==> src/rtl/id_skid_stage.sv <==
// Two-entry fetch-to-decode skid stage: strict FIFO order, 1-cycle accept-to-output latency, NOP bubble when empty.
// in_ready depends only on registered state, so upstream never sees a combinational path from out_ready.
module id_skid_stage #(
  parameter int           W     = 32,
  parameter int           NSIDE = 2,
  parameter logic [W-1:0] NOP   = '0
) (
  input  logic                 clk,
  input  logic                 reset,
  input  logic                 in_valid,
  output logic                 in_ready,
  input  logic [W-1:0]         in_inst,
  input  logic [NSIDE*W-1:0]   in_side,
  input  logic                 flush,
  output logic                 out_valid,
  input  logic                 out_ready,
  output logic [W-1:0]         out_inst,
  output logic [NSIDE*W-1:0]   out_side,
  output logic [1:0]           occupancy,
  output logic [15:0]          stall_count
);

  typedef enum logic [1:0] {
    EMPTY = 2'd0,
    ONE   = 2'd1,
    FULL  = 2'd2
  } state_t;

  state_t               state;
  state_t               state_nxt;
  logic [W-1:0]         main_inst;
  logic [W-1:0]         skid_inst;
  logic [NSIDE*W-1:0]   main_side;
  logic [NSIDE*W-1:0]   skid_side;
  logic                 accept;
  logic                 consume;
  logic                 load_main_in;
  logic                 load_main_skid;
  logic                 load_skid;

  assign in_ready  = (state != FULL);
  assign out_valid = (state != EMPTY);
  assign occupancy = state;
  assign accept    = in_valid & in_ready;
  assign consume   = out_valid & out_ready;

  // Bubble injection: stale register contents never leak to decode.
  assign out_inst  = out_valid ? main_inst : NOP;
  assign out_side  = out_valid ? main_side : '0;

  always_comb begin
    state_nxt      = state;
    load_main_in   = 1'b0;
    load_main_skid = 1'b0;
    load_skid      = 1'b0;
    if (flush) begin
      state_nxt = EMPTY;
    end else begin
      case (state)
        EMPTY: begin
          if (accept) begin
            state_nxt    = ONE;
            load_main_in = 1'b1;
          end
        end
        ONE: begin
          if (accept && consume) begin
            load_main_in = 1'b1;
          end else if (accept) begin
            state_nxt = FULL;
            load_skid = 1'b1;
          end else if (consume) begin
            state_nxt = EMPTY;
          end
        end
        FULL: begin
          if (consume) begin
            state_nxt      = ONE;
            load_main_skid = 1'b1;
          end
        end
        default: state_nxt = EMPTY;
      endcase
    end
  end

  always_ff @(posedge clk or posedge reset) begin
    if (reset) begin
      state <= EMPTY;
    end else begin
      state <= state_nxt;
    end
  end

  always_ff @(posedge clk or posedge reset) begin
    if (reset) begin
      main_inst <= '0;
      main_side <= '0;
      skid_inst <= '0;
      skid_side <= '0;
    end else begin
      if (load_main_in) begin
        main_inst <= in_inst;
        main_side <= in_side;
      end else if (load_main_skid) begin
        main_inst <= skid_inst;
        main_side <= skid_side;
      end
      if (load_skid) begin
        skid_inst <= in_inst;
        skid_side <= in_side;
      end
    end
  end

  // Counts every blocked upstream cycle, flush or not; only reset clears it.
  always_ff @(posedge clk or posedge reset) begin
    if (reset) begin
      stall_count <= '0;
    end else if (in_valid && !in_ready && (stall_count != 16'hFFFF)) begin
      stall_count <= stall_count + 16'd1;
    end
  end

endmodule

==> config.mk <==
export PLATFORM = sky130hd
export DESIGN_NAME = id_skid_stage
export DESIGN_NICKNAME = d
export VERILOG_FILES = /design/src/rtl/id_skid_stage.sv
export SDC_FILE = /design/constraint.sdc
export NUM_CORES = 1
export LEC_CHECK = 0
export BUFFER_PORTS_ARGS = -buffer_cell sky130_fd_sc_hd__buf_4
export CORE_MARGIN = 4
export CORE_UTILIZATION = 58
export DETAILED_ROUTE_END_ITERATION = 8
export PLACE_DENSITY = 0.95
export SKIP_LAST_GASP = 1
export SYNTH_ARGS = -nofsm -noshare
export SYNTH_HDL_FRONTEND = slang
export SYNTH_SLANG_ARGS = --single-unit
==> constraint.sdc <==
create_clock -name clk -period 11.3 [get_ports clk]
set_input_delay 0.565 -clock clk [delete_from_list [all_inputs] [get_ports clk]]
set_output_delay 0.565 -clock clk [all_outputs]
set_load 0.01 [all_outputs]
* Word-level counts from Yosys, hierarchy flattened
Index checks and enable logic that the tools add are counted. W data, S select, Z words.
Operators by class: eq/ne operators 8, bitwise gates (word level) 2, $add $sub $neg 1, reductions and logical operators 8, muxes and demuxes 23
Operator list (count):
- $mux W64 | 3
- $mux W32 | 3
- $add A16 B1 Y16 const B | 1
- $ne A16 B16 Y1 const B | 1
- $mux W2 | 6
- $mux W1 | 9
- $ne A3 B3 Y1 const B | 3
- $pmux W2 S3 | 1
- $ne A4 B4 Y1 const B | 1
- $reduce_and A4 Y1 | 1
- $reduce_bool A2 Y1 | 2
- $logic_and A1 B1 Y1 | 3
- $and A1 B1 Y1 | 2
- $eq A2 B1 Y1 const B | 1
- $eq A2 B2 Y1 const B | 1
- $logic_not A2 Y1 | 1
- $ne A2 B2 Y1 const B | 1
- $pmux W1 S2 | 1
- $logic_not A1 Y1 | 1
Word-level totals: word-level logic and storage cells 48, register bits after elaboration 210, output and inout bits 116

* Longest topological paths before layout
Gate-level depths: netlist of run 1.
depth after elaboration 7, depth in mapped cells 6, mapped depth without buffers 5

* Worst setup path before layout of run 1
Ideal clock, no wire load.
kind register -> output, from register state[1], in the netlist occupancy[1], to output out_side[24], required time 10.735 ns, stages on the path, launching flop included 6, path buffers 3, arrival time 1.425 ns, slack 9.310 ns, cells stage by stage dfrtp_1 or2_2 clkbuf_1 clkbuf_1 clkbuf_1 and2_1
On the way: cells in the longest elaborated chain, start to end 2
Ends and longest elaborated chain:
- from (decl) | line 29 | state_t state;
- from (signal assigned) | line 91 | state <= state_nxt;
- $reduce_bool A2 Y1 | line 42 | assign out_valid = (state != EMPTY);
- $mux W64 | line 49 | assign out_side = out_valid ? main_side : '0;
- to (decl) | line 18 | output logic [NSIDE*W-1:0] out_side,
Every way passes these cells.

* Final worst setup path of run 1
from register state[1], in the netlist occupancy[1], to register main_side[61]
On the way: cells in the longest elaborated chain, start to end 7, elaborated cells on any way between the ends 17, those cells by class 3 x eq/ne; 8 x mux; 2 x bitwise; 4 x reduce/logical
Ends and longest elaborated chain:
- $ne A2 B2 Y1 or $reduce_bool A2 Y1 (tied branches) | line 41, 42
- $and A1 B1 Y1 (on tied branches) | line 44, 45
- $logic_and A1 B1 Y1 | line 67 | if (accept && consume) begin
- $mux W1 | line 67
- $pmux W1 S2 | line 59 | case (state)
- $mux W1 | line 56 | if (flush) begin
- $mux W64 or $reduce_bool A2 Y1 (tied branches)
- to (signal assigned) | line 104 | main_side <= in_side;
- to (signal assigned) | line 107 | main_side <= skid_side;
- to (decl) | line 33 | logic [NSIDE*W-1:0] main_side;
Parallel ways exist; a longest one is shown, timed or not. A chain may end at the register's enable or synchronous reset.

==> results.py, run 1 <==
metrics = {
    "worst_setup_path": {
        "crit_family": "simple AND/OR/NAND/NOR gates",
        "reg2reg_to": "main_side[61]$_DFFE_PP0P_",
        "critPathBufInv": 2,
        "slowest_stage": "nor2_4",
        "r2r_start": "occupancy[1]$_DFFE_PP0P_",
        "crit_chain": "nand2b_1 -> nor3_4 -> buf_4 -> nor2_4 -> buf_4 -> a21o_1",
        "arrival_ns": 3.33,
        "critical-path-max-stage-delay_ns": 0.82,
        "r2r_cells": 6,
        "path_common_cell": "buf_4",
        "r2r_setup_slack_ns": 8.39,
        "setup.worst_path.end_class": "flip-flop",
        "path_max_fanout": 54,
        "worst-setup-path-type": "flip-flop to flip-flop",
        "cp-start-kind": "flip-flop",
        "crit_required_ns": 11.72,
    },
    "route": {
        "dr.pass1.iters": 4,
        "ant_nets": 0,
        "drt_iter0_markers": 384,
        "routedWlPerCell_um": 19.2,
        "remaining_drc_errors": 0,
        "wirelength_um": 21900,
        "via_per_inst": 5.85,
        "vias": 6686,
    },
    "die": {
        "die_h_um": 135,
        "std_cell_rows": 45,
        "die-area_mm2": 0.0181,
        "die_x_um": 135,
        "initial_core_util": 0.602,
        "ioPinCount": 217,
        "core_area_mm2": 0.0154,
    },
    "sta": {
        "period_minus_slack_ns": 2.91,
        "clock_skew_ns": 0.00826,
        "hold_slack_ns": 0.260,
        "max_slew_margin": 0.354,
        "tns_ns": 0,
        "slew_violations": 0,
        "max_freq_mhz": 344,
        "period_share": 0.257,
        "worst_pin_slew_ns": 0.969,
        "hold_viol": 0,
        "rsz0062_at_grt": "false",
        "finalSetupViolCount": 0,
    },
    "clock_network": {
        "clock_path_buffers": 3,
        "cts_made_buffers": 22,
        "cts_hold_buf": 0,
        "cts_setup_buffers": 0,
        "cts_sinks": 210,
        "path_clk_slew_ns": 0.06,
        "htree_levels": 1,
        "cts_tree": "done",
        "post_cts_resized": 0,
        "clockRootBuffer": "clkbuf_16",
        "clock_latency_ns": 0.49,
    },
    "synth": {
        "syn_area_per_cell_um2": 12.9,
        "syn-cell-area_mm2": 0.00928,
        "yosysSeqAreaShare": 0.566,
        "ys_seq_elements": 210,
        "synth_cell_type_count": 42,
        "syn_nets": 823,
        "synthCells": 721,
        "synth-warning-count": 0,
    },
    "pwr": {
        "leakage_nw": 6.04,
        "p_per_area_mw_per_mm2": 174,
        "irDropWorstVdd_mv": 0.129,
    },
    "finish": {
        "n_fill_cell": 1002,
        "nets": 1020,
        "regArea_mm2": 0.00526,
        "multi_input_area_mm2": 0.00378,
        "diodes": 0,
        "syn2layout_area_growth_pct": 26.0,
        "fin_cells": 1143,
        "layout-drive-gt1-share": 0.396,
    },
    "global_route": {
        "grt_overflow": 0,
        "grt_start_max_net_pins": 134,
        "track_usage": 0.237,
        "antenna_found_initial": 0,
        "grt_pass1_wl_um": 34800,
        "grt_pass1_vias": 6835,
    },
    "placement": {
        "dp.final_hpwl_um": 14000,
        "portBuffers": 216,
        "placed_cells": 1105,
        "place_congestion": 0.822,
    },
    "hold_path": {
        "hp-class": "input port to async pin",
    },
    "job": {
        "cap_violations": 0,
    },
    "status": {
        "status": "complete, no violations",
    },
}
## metrics by stage
| step | setup slack (ns) | util | cell area, µm² | total power, W |
|---|---|---|---|---|
| 2_1_floorplan | 5.00 | - | 9280 | 0.00122 |
| 3_3_place_gp | 8.24 | 0.714 | 11000 | 0.00134 |
| 3_5_place_dp | 8.21 | 0.714 | 11000 | 0.00137 |
| 4_1_cts | 8.43 | 0.758 | 11700 | 0.00205 |
| 5_1_grt | 8.18 | 0.758 | 11700 | 0.00213 |
| 6_report | 8.39 | 0.758 | 11700 | 0.00204 |
## synthesized netlist by cell type
| library cell | count | share of area |
|---|---|---|
| nand2_1 | 7 | 0.0028 |
| nor2b_1 | 1 | 0.00067 |
| nor3_4 | 1 | 0.0018 |
| a211oi_1 | 1 | 0.00081 |
| nor3b_2 | 2 | 0.0027 |
| a21o_1 | 95 | 0.077 |
| o211ai_1 | 1 | 0.00081 |
| nand4_1 | 7 | 0.0047 |
| o41ai_1 | 1 | 0.00094 |
| xnor2_1 | 4 | 0.0038 |
| o21ai_0 | 2 | 0.0011 |
| inv_1 | 4 | 0.0016 |
| nor3b_1 | 1 | 0.00081 |
| and4_1 | 1 | 0.00094 |
| and2_1 | 96 | 0.065 |
| a21oi_1 | 1 | 0.00054 |
| nor4_1 | 4 | 0.0027 |
| mux2i_1 | 2 | 0.0022 |
| nand2b_1 | 2 | 0.0013 |
| buf_2 | 21 | 0.011 |
| nor2_1 | 4 | 0.0016 |
| nand3_1 | 6 | 0.0032 |
| ha_1 | 1 | 0.0013 |
| o31ai_1 | 1 | 0.00081 |
| buf_4 | 1 | 0.00081 |
| a22o_1 | 95 | 0.090 |
| nor4b_1 | 1 | 0.00094 |
| nor4_2 | 1 | 0.0013 |
| o22a_1 | 1 | 0.00094 |
| buf_6 | 4 | 0.0049 |
| mux2_2 | 101 | 0.12 |
| or4_1 | 1 | 0.00081 |
| nand3b_2 | 1 | 0.0012 |
| and2b_1 | 1 | 0.00081 |
| dfrtp_1 | 210 | 0.57 |
| xor2_1 | 4 | 0.0038 |
| nor3_1 | 2 | 0.0011 |
| and3_1 | 1 | 0.00067 |
| or2_2 | 1 | 0.00067 |
| o21a_1 | 3 | 0.0024 |
| clkbuf_1 | 26 | 0.011 |
| nand3b_1 | 1 | 0.00081 |
## where the power goes
group	internal, W	leakage [nW]	switching [W]
logic	0.000207	3.09	0.000146
clock network	0.000396	0.343	0.000284
registers	0.000915	2.61	0.0000891
## layout make-up
class | count | share of cell area
Tap cell | 211 | 0.0226
Sequential cell | 210 | 0.449
Clock inverter | 8 | 0.00364
Inverter | 4 | 0.00193
Timing Repair Buffer | 225 | 0.144
Multi-Input combinational cell | 455 | 0.323
Clock buffer | 30 | 0.0549
## sequential cells by signal, summed over array words and instances, names as in the netlist
| name | count |
|---|---|
| skid_inst | 32 |
| stall_count | 16 |
| main_side | 64 |
| main_inst | 32 |
| occupancy | 2 |
| skid_side | 64 |
## cell usage in the layout (no fill, tap or decap), types with 3 or more instances in the layout
master	netlist	routed
buf_4	1	225
dfrtp_1	210	210
mux2_2	101	101
and2_1	96	96
a22o_1	95	95
a21o_1	95	95
clkbuf_16	0	23
nand2_1	7	7
nand4_1	7	7
clkinv_2	0	7
nand3_1	6	6
nor4_1	4	4
xor2_1	4	4
xnor2_1	4	4
clkbuf_8	0	4
inv_1	4	3
nor2_1	4	3
o21a_1	3	3
clkbuf_1	26	3
## worst register-to-register path: stages (launching register included)
cell      delay [ns]
dfrtp_1         0.48
nand2b_1        0.27
nor3_4          0.06
buf_4           0.29
nor2_4          0.85
buf_4           0.64
a21o_1          0.25
## logic make-up (layout without fill, tap and decap cells)
| family | after synthesis | after routing | share of synthesized area |
|---|---|---|---|
| fa+ha+maj | 1 | 1 | 0.00135 |
| simple gates | 142 | 142 | 0.0964 |
| compound gates | 201 | 201 | 0.175 |
| mux | 103 | 103 | 0.125 |
| buf+inv | 56 | 267 | 0.0291 |
| flops | 210 | 210 | 0.566 |
| xor+xnor | 8 | 8 | 0.00755 |
## worst max-delay path by stage
stage	startpoint	to	slack, ns	cells after the start
finish	occupancy[1]$_DFFE_PP0P_	main_side[61]$_DFFE_PP0P_	8.39	6
floorplan	reset	main_inst[0]$_DFFE_PP0P_	5.00	1
global route	occupancy[1]$_DFFE_PP0P_	main_side[61]$_DFFE_PP0P_	8.18	6
detailed placement	out_ready	main_inst[10]$_DFFE_PP0P_	8.21	7
global placement	out_ready	main_inst[23]$_DFFE_PP0P_	8.24	7
CTS	occupancy[1]$_DFFE_PP0P_	main_side[15]$_DFFE_PP0P_	8.43	6
## per-layer routing
| metal | share of wire | wire [µm] | track usage |
|---|---|---|---|
| met1 | 0.38 | 8340 | 0.295 |
| met2 | 0.52 | 11500 | 0.419 |
| met5 | 0 | 0 | 0 |
| met3 | 0.069 | 1510 | 0.0462 |
| met4 | 0.028 | 608 | 0.0769 |
No activity file was read; power rests on OpenSTA's default activity.
==> run 2: changes to the inputs <==
--- a/config.mk
+++ b/config.mk
@@ -7,9 +7,9 @@
 export LEC_CHECK = 0
 export BUFFER_PORTS_ARGS = -buffer_cell sky130_fd_sc_hd__buf_4
 export CORE_MARGIN = 4
-export CORE_UTILIZATION = 58
+export CORE_UTILIZATION = 49
 export DETAILED_ROUTE_END_ITERATION = 8
-export PLACE_DENSITY = 0.95
+export PLACE_DENSITY = 0.89
 export SKIP_LAST_GASP = 1
 export SYNTH_ARGS = -nofsm -noshare
 export SYNTH_HDL_FRONTEND = slang
==> constraint.sdc (replaced) <==
create_clock -name clk -period 2.4 [get_ports clk]
set_input_delay 0.12 -clock clk [delete_from_list [all_inputs] [get_ports clk]]
set_output_delay 0.12 -clock clk [all_outputs]
set_load 0.01 [all_outputs]
==> run 2 against run 1 <==
Combinational power grew to 5.3 times the previous value. Clock skew is 0.010 ns higher. Highest routed layer unchanged. Wire length is 12% higher. Worst hold slack worse by 0.14 ns. Setup slack worse by 8.2 ns. First-iteration DRC count is 18% lower. Non-clock buffer count is 108 higher.
==> results.py, run 2 (synthesis gave the netlist of run 1 again) <==
metrics = {
    "die": {
        "core_area_mm2": 0.0186,
        "die_x_um": 146,
        "ioPinCount": 217,
        "std_cell_rows": 50,
        "die-area_mm2": 0.0212,
        "die_h_um": 146,
        "initial_core_util": 0.498,
    },
    "route": {
        "drt_iter0_markers": 314,
        "vias": 7157,
        "dr.pass1.iters": 5,
        "remaining_drc_errors": 0,
        "via_per_inst": 5.62,
        "wirelength_um": 24600,
        "routedWlPerCell_um": 19.3,
        "ant_nets": 0,
    },
    "clock_network": {
        "cts_sinks": 210,
        "cts_hold_buf": 100,
        "cts_made_buffers": 21,
        "clockRootBuffer": "clkbuf_16",
        "htree_levels": 1,
        "post_cts_resized": 0,
        "path_clk_slew_ns": 0.06,
        "cts_setup_buffers": 0,
        "clock_latency_ns": 0.49,
        "clock_path_buffers": 3,
        "cts_tree": "done",
    },
    "global_route": {
        "grt_start_max_net_pins": 98,
        "antenna_found_initial": 1,
        "grt_use_met2": 0.412,
        "grt_overflow": 0,
        "grt_pass1_vias": 7750,
        "gr-max-usage-layer": "met2",
        "track_usage": 0.227,
        "grt_pass1_wl_um": 40200,
        "met3_usage": 0.0411,
        "grt_use_met1": 0.274,
    },
    "pwr": {
        "pwr-share-comb": 0.192,
        "leakage_nw": 6.50,
        "pwr-share-seq": 0.490,
        "pwr-share-clk": 0.318,
        "irDropWorstVdd_mv": 0.607,
        "power_w": 0.00966,
        "p_per_area_mw_per_mm2": 752,
        "intPower_w": 0.00719,
        "netSwitchingFraction": 0.257,
        "p_sw_w": 0.00248,
    },
    "sta": {
        "finalSetupViolCount": 0,
        "hold_slack_ns": 0.124,
        "hold_viol": 0,
        "max_slew_margin": 0.425,
        "period_share": 0.914,
        "rsz0062_at_grt": "false",
        "worst_pin_slew_ns": 0.861,
        "postLayoutSetupSlackWorst_ns": 0.207,
        "period_minus_slack_ns": 2.19,
        "max_freq_mhz": 456,
        "tns_ns": 0,
        "slew_violations": 0,
        "clock_skew_ns": 0.0184,
    },
    "worst_setup_path": {
        "r2r_setup_slack_ns": 0.40,
        "r2r_start": "occupancy[1]$_DFFE_PP0P_",
        "arrival_ns": 2.07,
        "setup.worst_path.end_class": "output port",
        "r2r_cells": 5,
        "worst-setup-path-type": "flip-flop to output port",
        "crit_required_ns": 2.28,
        "reg2reg_to": "main_inst[4]$_DFFE_PP0P_",
        "path_max_fanout": 82,
        "cp-start-kind": "flip-flop",
    },
    "finish": {
        "n_fill_cell": 1244,
        "nets": 1127,
        "fin_area_mm2": 0.0128,
        "final_common_cell": "buf_4",
        "layout-drive-gt1-share": 0.356,
        "syn2layout_area_growth_pct": 38.4,
        "top_regs": "main_side x64, skid_side x64",
        "layout_common_cells": "buf_4 (224), dfrtp_1 (210), mux2_2 (101)",
    },
    "hold_path": {
        "hp-class": "input port to flip-flop",
        "min_path_cells": 4,
        "hold_start": "in_valid",
        "hold_end": "occupancy[0]$_DFFE_PP0P_",
    },
    "status": {
        "status": "complete, no violations",
    },
    "placement": {
        "place_area_mm2": 0.0112,
        "portBuffers": 216,
        "place_congestion": 0.800,
        "place_ws_ns": 0.376,
        "dp.final_hpwl_um": 14400,
    },
    "job": {
        "cap_violations": 0,
    },
}
run 2: worst max-delay path by stage:
stage / from / endpoint / slack [ns] / depth (start not counted)
2_1_floorplan: reset / main_inst[0]$_DFFE_PP0P_ / -0.45 / 1
3_3_place_gp: occupancy[1]$_DFFE_PP0P_ / main_side[51]$_DFFE_PP0P_ / 0.43 / 5
3_5_place_dp: occupancy[1]$_DFFE_PP0P_ / main_inst[20]$_DFFE_PP0P_ / 0.38 / 5
4_1_cts: occupancy[0]$_DFFE_PP0P_ / out_inst[19] / 0.24 / 4
5_1_grt: occupancy[1]$_DFFE_PP0P_ / out_inst[26] / 0.17 / 4
6_report: occupancy[1]$_DFFE_PP0P_ / out_inst[19] / 0.21 / 4
run 2: final cells by class:
| type | count | area, µm² | area share |
|---|---|---|---|
| sequential | 210 | 5260 | 0.409 |
| multi-input combinational | 455 | 3780 | 0.294 |
| timing repair buffer | 333 | 2860 | 0.223 |
| clock buffer | 34 | 624 | 0.0486 |
| tap | 234 | 293 | 0.0228 |
| inverter | 4 | 18.8 | 0.00146 |
| clock inverter | 2 | 10.0 | 0.000779 |
| antenna | 1 | 2.50 | 0.000195 |
run 2: per-stage QoR:
stage,cells,utilization
6_report,1273,0.689
3_3_place_gp,1136,0.601
2_1_floorplan,721,-
3_5_place_dp,1136,0.601
4_1_cts,1272,0.689
5_1_grt,1273,0.689
run 2: power groups by stage:
stage	sequential [W]	combinational [W]	clock [W]
final	0.00474	0.00186	0.00307
after CTS	0.00471	0.00185	0.00313
after floorplan	0.00465	0.00108	0
after global placement	0.00471	0.00164	0
after global routing	0.00482	0.00201	0.00330
after detailed placement	0.00477	0.00171	0
run 2: metal layers:
| metal | vias to the layer above | part of all wire |
|---|---|---|
| met1 | 3625 | 0.39 |
| li1 | 3226 | - |
| met5 | - | 0 |
| met4 | 0 | 0.027 |
| met3 | 58 | 0.055 |
| met2 | 248 | 0.52 |
run 2: critical path: stages (launching register included):
cell and delay [ns]:
dfrtp_1 0.45, or2_2 0.45, buf_12 0.23, and2_1 0.24, buf_4 0.15
==> run 3: changes to the inputs <==
--- a/config.mk
+++ b/config.mk
@@ -7,9 +7,10 @@
 export LEC_CHECK = 0
 export BUFFER_PORTS_ARGS = -buffer_cell sky130_fd_sc_hd__buf_4
 export CORE_MARGIN = 4
-export CORE_UTILIZATION = 49
+export CORE_UTILIZATION = 50
+export CTS_BUF_LIST = sky130_fd_sc_hd__clkbuf_2 sky130_fd_sc_hd__clkbuf_4 sky130_fd_sc_hd__clkbuf_8
 export DETAILED_ROUTE_END_ITERATION = 8
-export PLACE_DENSITY = 0.89
+export PLACE_DENSITY = 0.9
 export SKIP_LAST_GASP = 1
 export SYNTH_ARGS = -nofsm -noshare
 export SYNTH_HDL_FRONTEND = slang
==> run 3 against run 2 <==
Global-route usage is 1.5 points higher. Clock-buffer cell count increased by 24. Sequential power about the same. First-iteration DRC count up 23%. Utilization grew 2.8 points. Via count is 1.7% higher. Fmax is essentially flat. Largest power group unchanged. Worst hold slack improved by 0.012 ns. Non-clock buffer count grew 1. Largest cell class unchanged.
==> results.py, run 3 (synthesis gave the netlist of run 1 again) <==
metrics = {
    "status": {
        "status": "complete, no violations",
    },
    "worst_setup_path": {
        "crit_required_ns": 2.28,
        "r2r_cells": 4,
        "crit_chain": "or2_4 -> buf_12 -> and2_1 -> buf_4",
        "reg2reg_to": "skid_side[36]$_DFFE_PP0P_",
        "cp-start-kind": "flip-flop",
        "crit_family": "simple AND/OR/NAND/NOR gates",
        "r2r_setup_slack_ns": 0.31,
        "path_max_fanout": 63,
        "setup.worst_path.end_class": "output port",
        "critPathBufInv": 2,
        "arrival_ns": 2.07,
        "slowest_stage": "dfrtp_1",
        "worst-setup-path-type": "flip-flop to output port",
        "r2r_start": "occupancy[1]$_DFFE_PP0P_",
        "critical-path-max-stage-delay_ns": 0.48,
    },
    "clock_network": {
        "cts_setup_buffers": 0,
        "htree_levels": 2,
        "cts_sinks": 210,
        "clock_latency_ns": 0.51,
        "clockRootBuffer": "clkbuf_8",
        "cts_made_buffers": 36,
        "cts_tree": "done",
        "clock_path_buffers": 3,
        "path_clk_slew_ns": 0.06,
    },
    "finish": {
        "multi_input_area_mm2": 0.00378,
        "regArea_mm2": 0.00526,
        "layout_common_cells": "buf_4 (225), dfrtp_1 (210), mux2_2 (101)",
        "layout-drive-gt1-share": 0.380,
        "n_fill_cell": 1166,
        "fin_cells": 1294,
        "nets": 1143,
        "final_common_cell": "buf_4",
        "fin_util": 0.717,
        "syn2layout_area_growth_pct": 39.7,
        "top_regs": "main_side x64, skid_side x64",
    },
    "sta": {
        "tns_ns": 0,
        "period_minus_slack_ns": 2.19,
        "finalSetupViolCount": 0,
        "postLayoutSetupSlackWorst_ns": 0.207,
        "max_slew_margin": 0.525,
        "slew_violations": 0,
        "clock_skew_ns": 0.0200,
        "worst_pin_slew_ns": 0.707,
        "hold_viol": 0,
        "period_share": 0.914,
        "rsz0062_at_grt": "false",
        "max_freq_mhz": 456,
    },
    "die": {
        "die-area_mm2": 0.0208,
        "ioPinCount": 217,
        "initial_core_util": 0.513,
        "std_cell_rows": 49,
        "core_area_mm2": 0.0181,
        "die_x_um": 144,
        "die_h_um": 144,
    },
    "placement": {
        "place_congestion": 0.843,
        "dp.final_hpwl_um": 14900,
        "portBuffers": 216,
        "place_ws_ns": 0.341,
        "placed_cells": 1132,
    },
    "hold_path": {
        "hold_start": "in_valid",
        "hp-class": "input port to flip-flop",
        "min_path_cells": 4,
        "hold_end": "occupancy[0]$_DFFE_PP0P_",
    },
    "job": {
        "cap_violations": 0,
    },
    "route": {
        "vias": 7277,
        "routedWlPerCell_um": 19.7,
        "via_per_inst": 5.62,
        "drt_iter0_markers": 387,
        "wirelength_um": 25500,
        "dr.pass1.iters": 5,
        "remaining_drc_errors": 0,
        "ant_nets": 0,
    },
    "pwr": {
        "p_per_area_mw_per_mm2": 771,
        "irDropWorstVdd_mv": 0.516,
        "leakage_nw": 6.59,
    },
    "global_route": {
        "track_usage": 0.243,
        "grt_overflow": 0,
        "antenna_found_initial": 1,
        "grt_pass1_wl_um": 40000,
        "grt_start_max_net_pins": 70,
        "grt_pass1_vias": 7611,
    },
}
==> run 3: cell count changes in the layout (fill, tap and decap cells not counted) <==
cell       previous run  this run
clkbuf_8              5        44
clkbuf_16            21         0
bufinv_16             0         1
clkbuf_1              8         0
buf_4               224       225
clkbuf_4              0        14
or2_4                 0         1
or2_2                 1         0
==> run 3: report_power, final <==
| part | leakage (nW) | internal, W | switching, W |
|---|---|---|---|
| combinational | 3.58 | 0.00111 | 0.000760 |
| clock | 0.403 | 0.00197 | 0.00140 |
| sequential | 2.61 | 0.00431 | 0.000441 |
==> run 3: cell type report <==
type,instances,share of cell area
clock buffer,58,0.0548
antenna,1,0.000193
tap,229,0.0221
multi-input combinational,455,0.292
timing repair buffer,334,0.221
inverter,4,0.00145
sequential,210,0.405
clock inverter,3,0.00309
==> run 3: repair_timing <==
item                       CTS  global route
resized for setup            1             0
hold endpoints to repair   344             0
setup endpoints to repair    1             0
hold buffers               100             0
==> run 3: worst max-delay path by stage <==
stage                                  start                        end  slack (ns)  cells after the start
floorplan                              reset   main_inst[0]$_DFFE_PP0P_       -0.45                      1
finish              occupancy[1]$_DFFE_PP0P_               out_side[37]        0.21                      4
detailed placement  occupancy[1]$_DFFE_PP0P_  skid_side[32]$_DFFE_PP0P_        0.34                      4
global placement    occupancy[1]$_DFFE_PP0P_  skid_side[46]$_DFFE_PP0P_        0.43                      4
global route        occupancy[1]$_DFFE_PP0P_               out_side[37]        0.07                      4
CTS                 occupancy[1]$_DFFE_PP0P_               out_inst[29]        0.19                      4
==> run 3: tightest hold or removal path: stages <==
cell and delay (ns):
buf_4 0.13, mux2i_1 0.16, o22a_1 0.16, nor2_1 0.05
==> run 3: routing by layer <==
metal | part of all wire | vias up | GRT usage
met4 | 0.044 | 0 | 0.108
met2 | 0.52 | 287 | 0.424
met3 | 0.055 | 89 | 0.0476
met1 | 0.38 | 3646 | 0.291
met5 | 0 | - | 0
li1 | - | 3255 | -
==> run 3: per-stage QoR <==
stage / hold slack [ns] / power [W] / area (µm²)
3_3_place_gp: 0.125 / 0.00634 / 11200
3_5_place_dp: 0.125 / 0.00647 / 11200
6_report: 0.136 / 0.00999 / 13000
2_1_floorplan: 0.187 / 0.00573 / 9290
4_1_cts: 0.0698 / 0.00998 / 13000
5_1_grt: 0.127 / 0.0105 / 13000
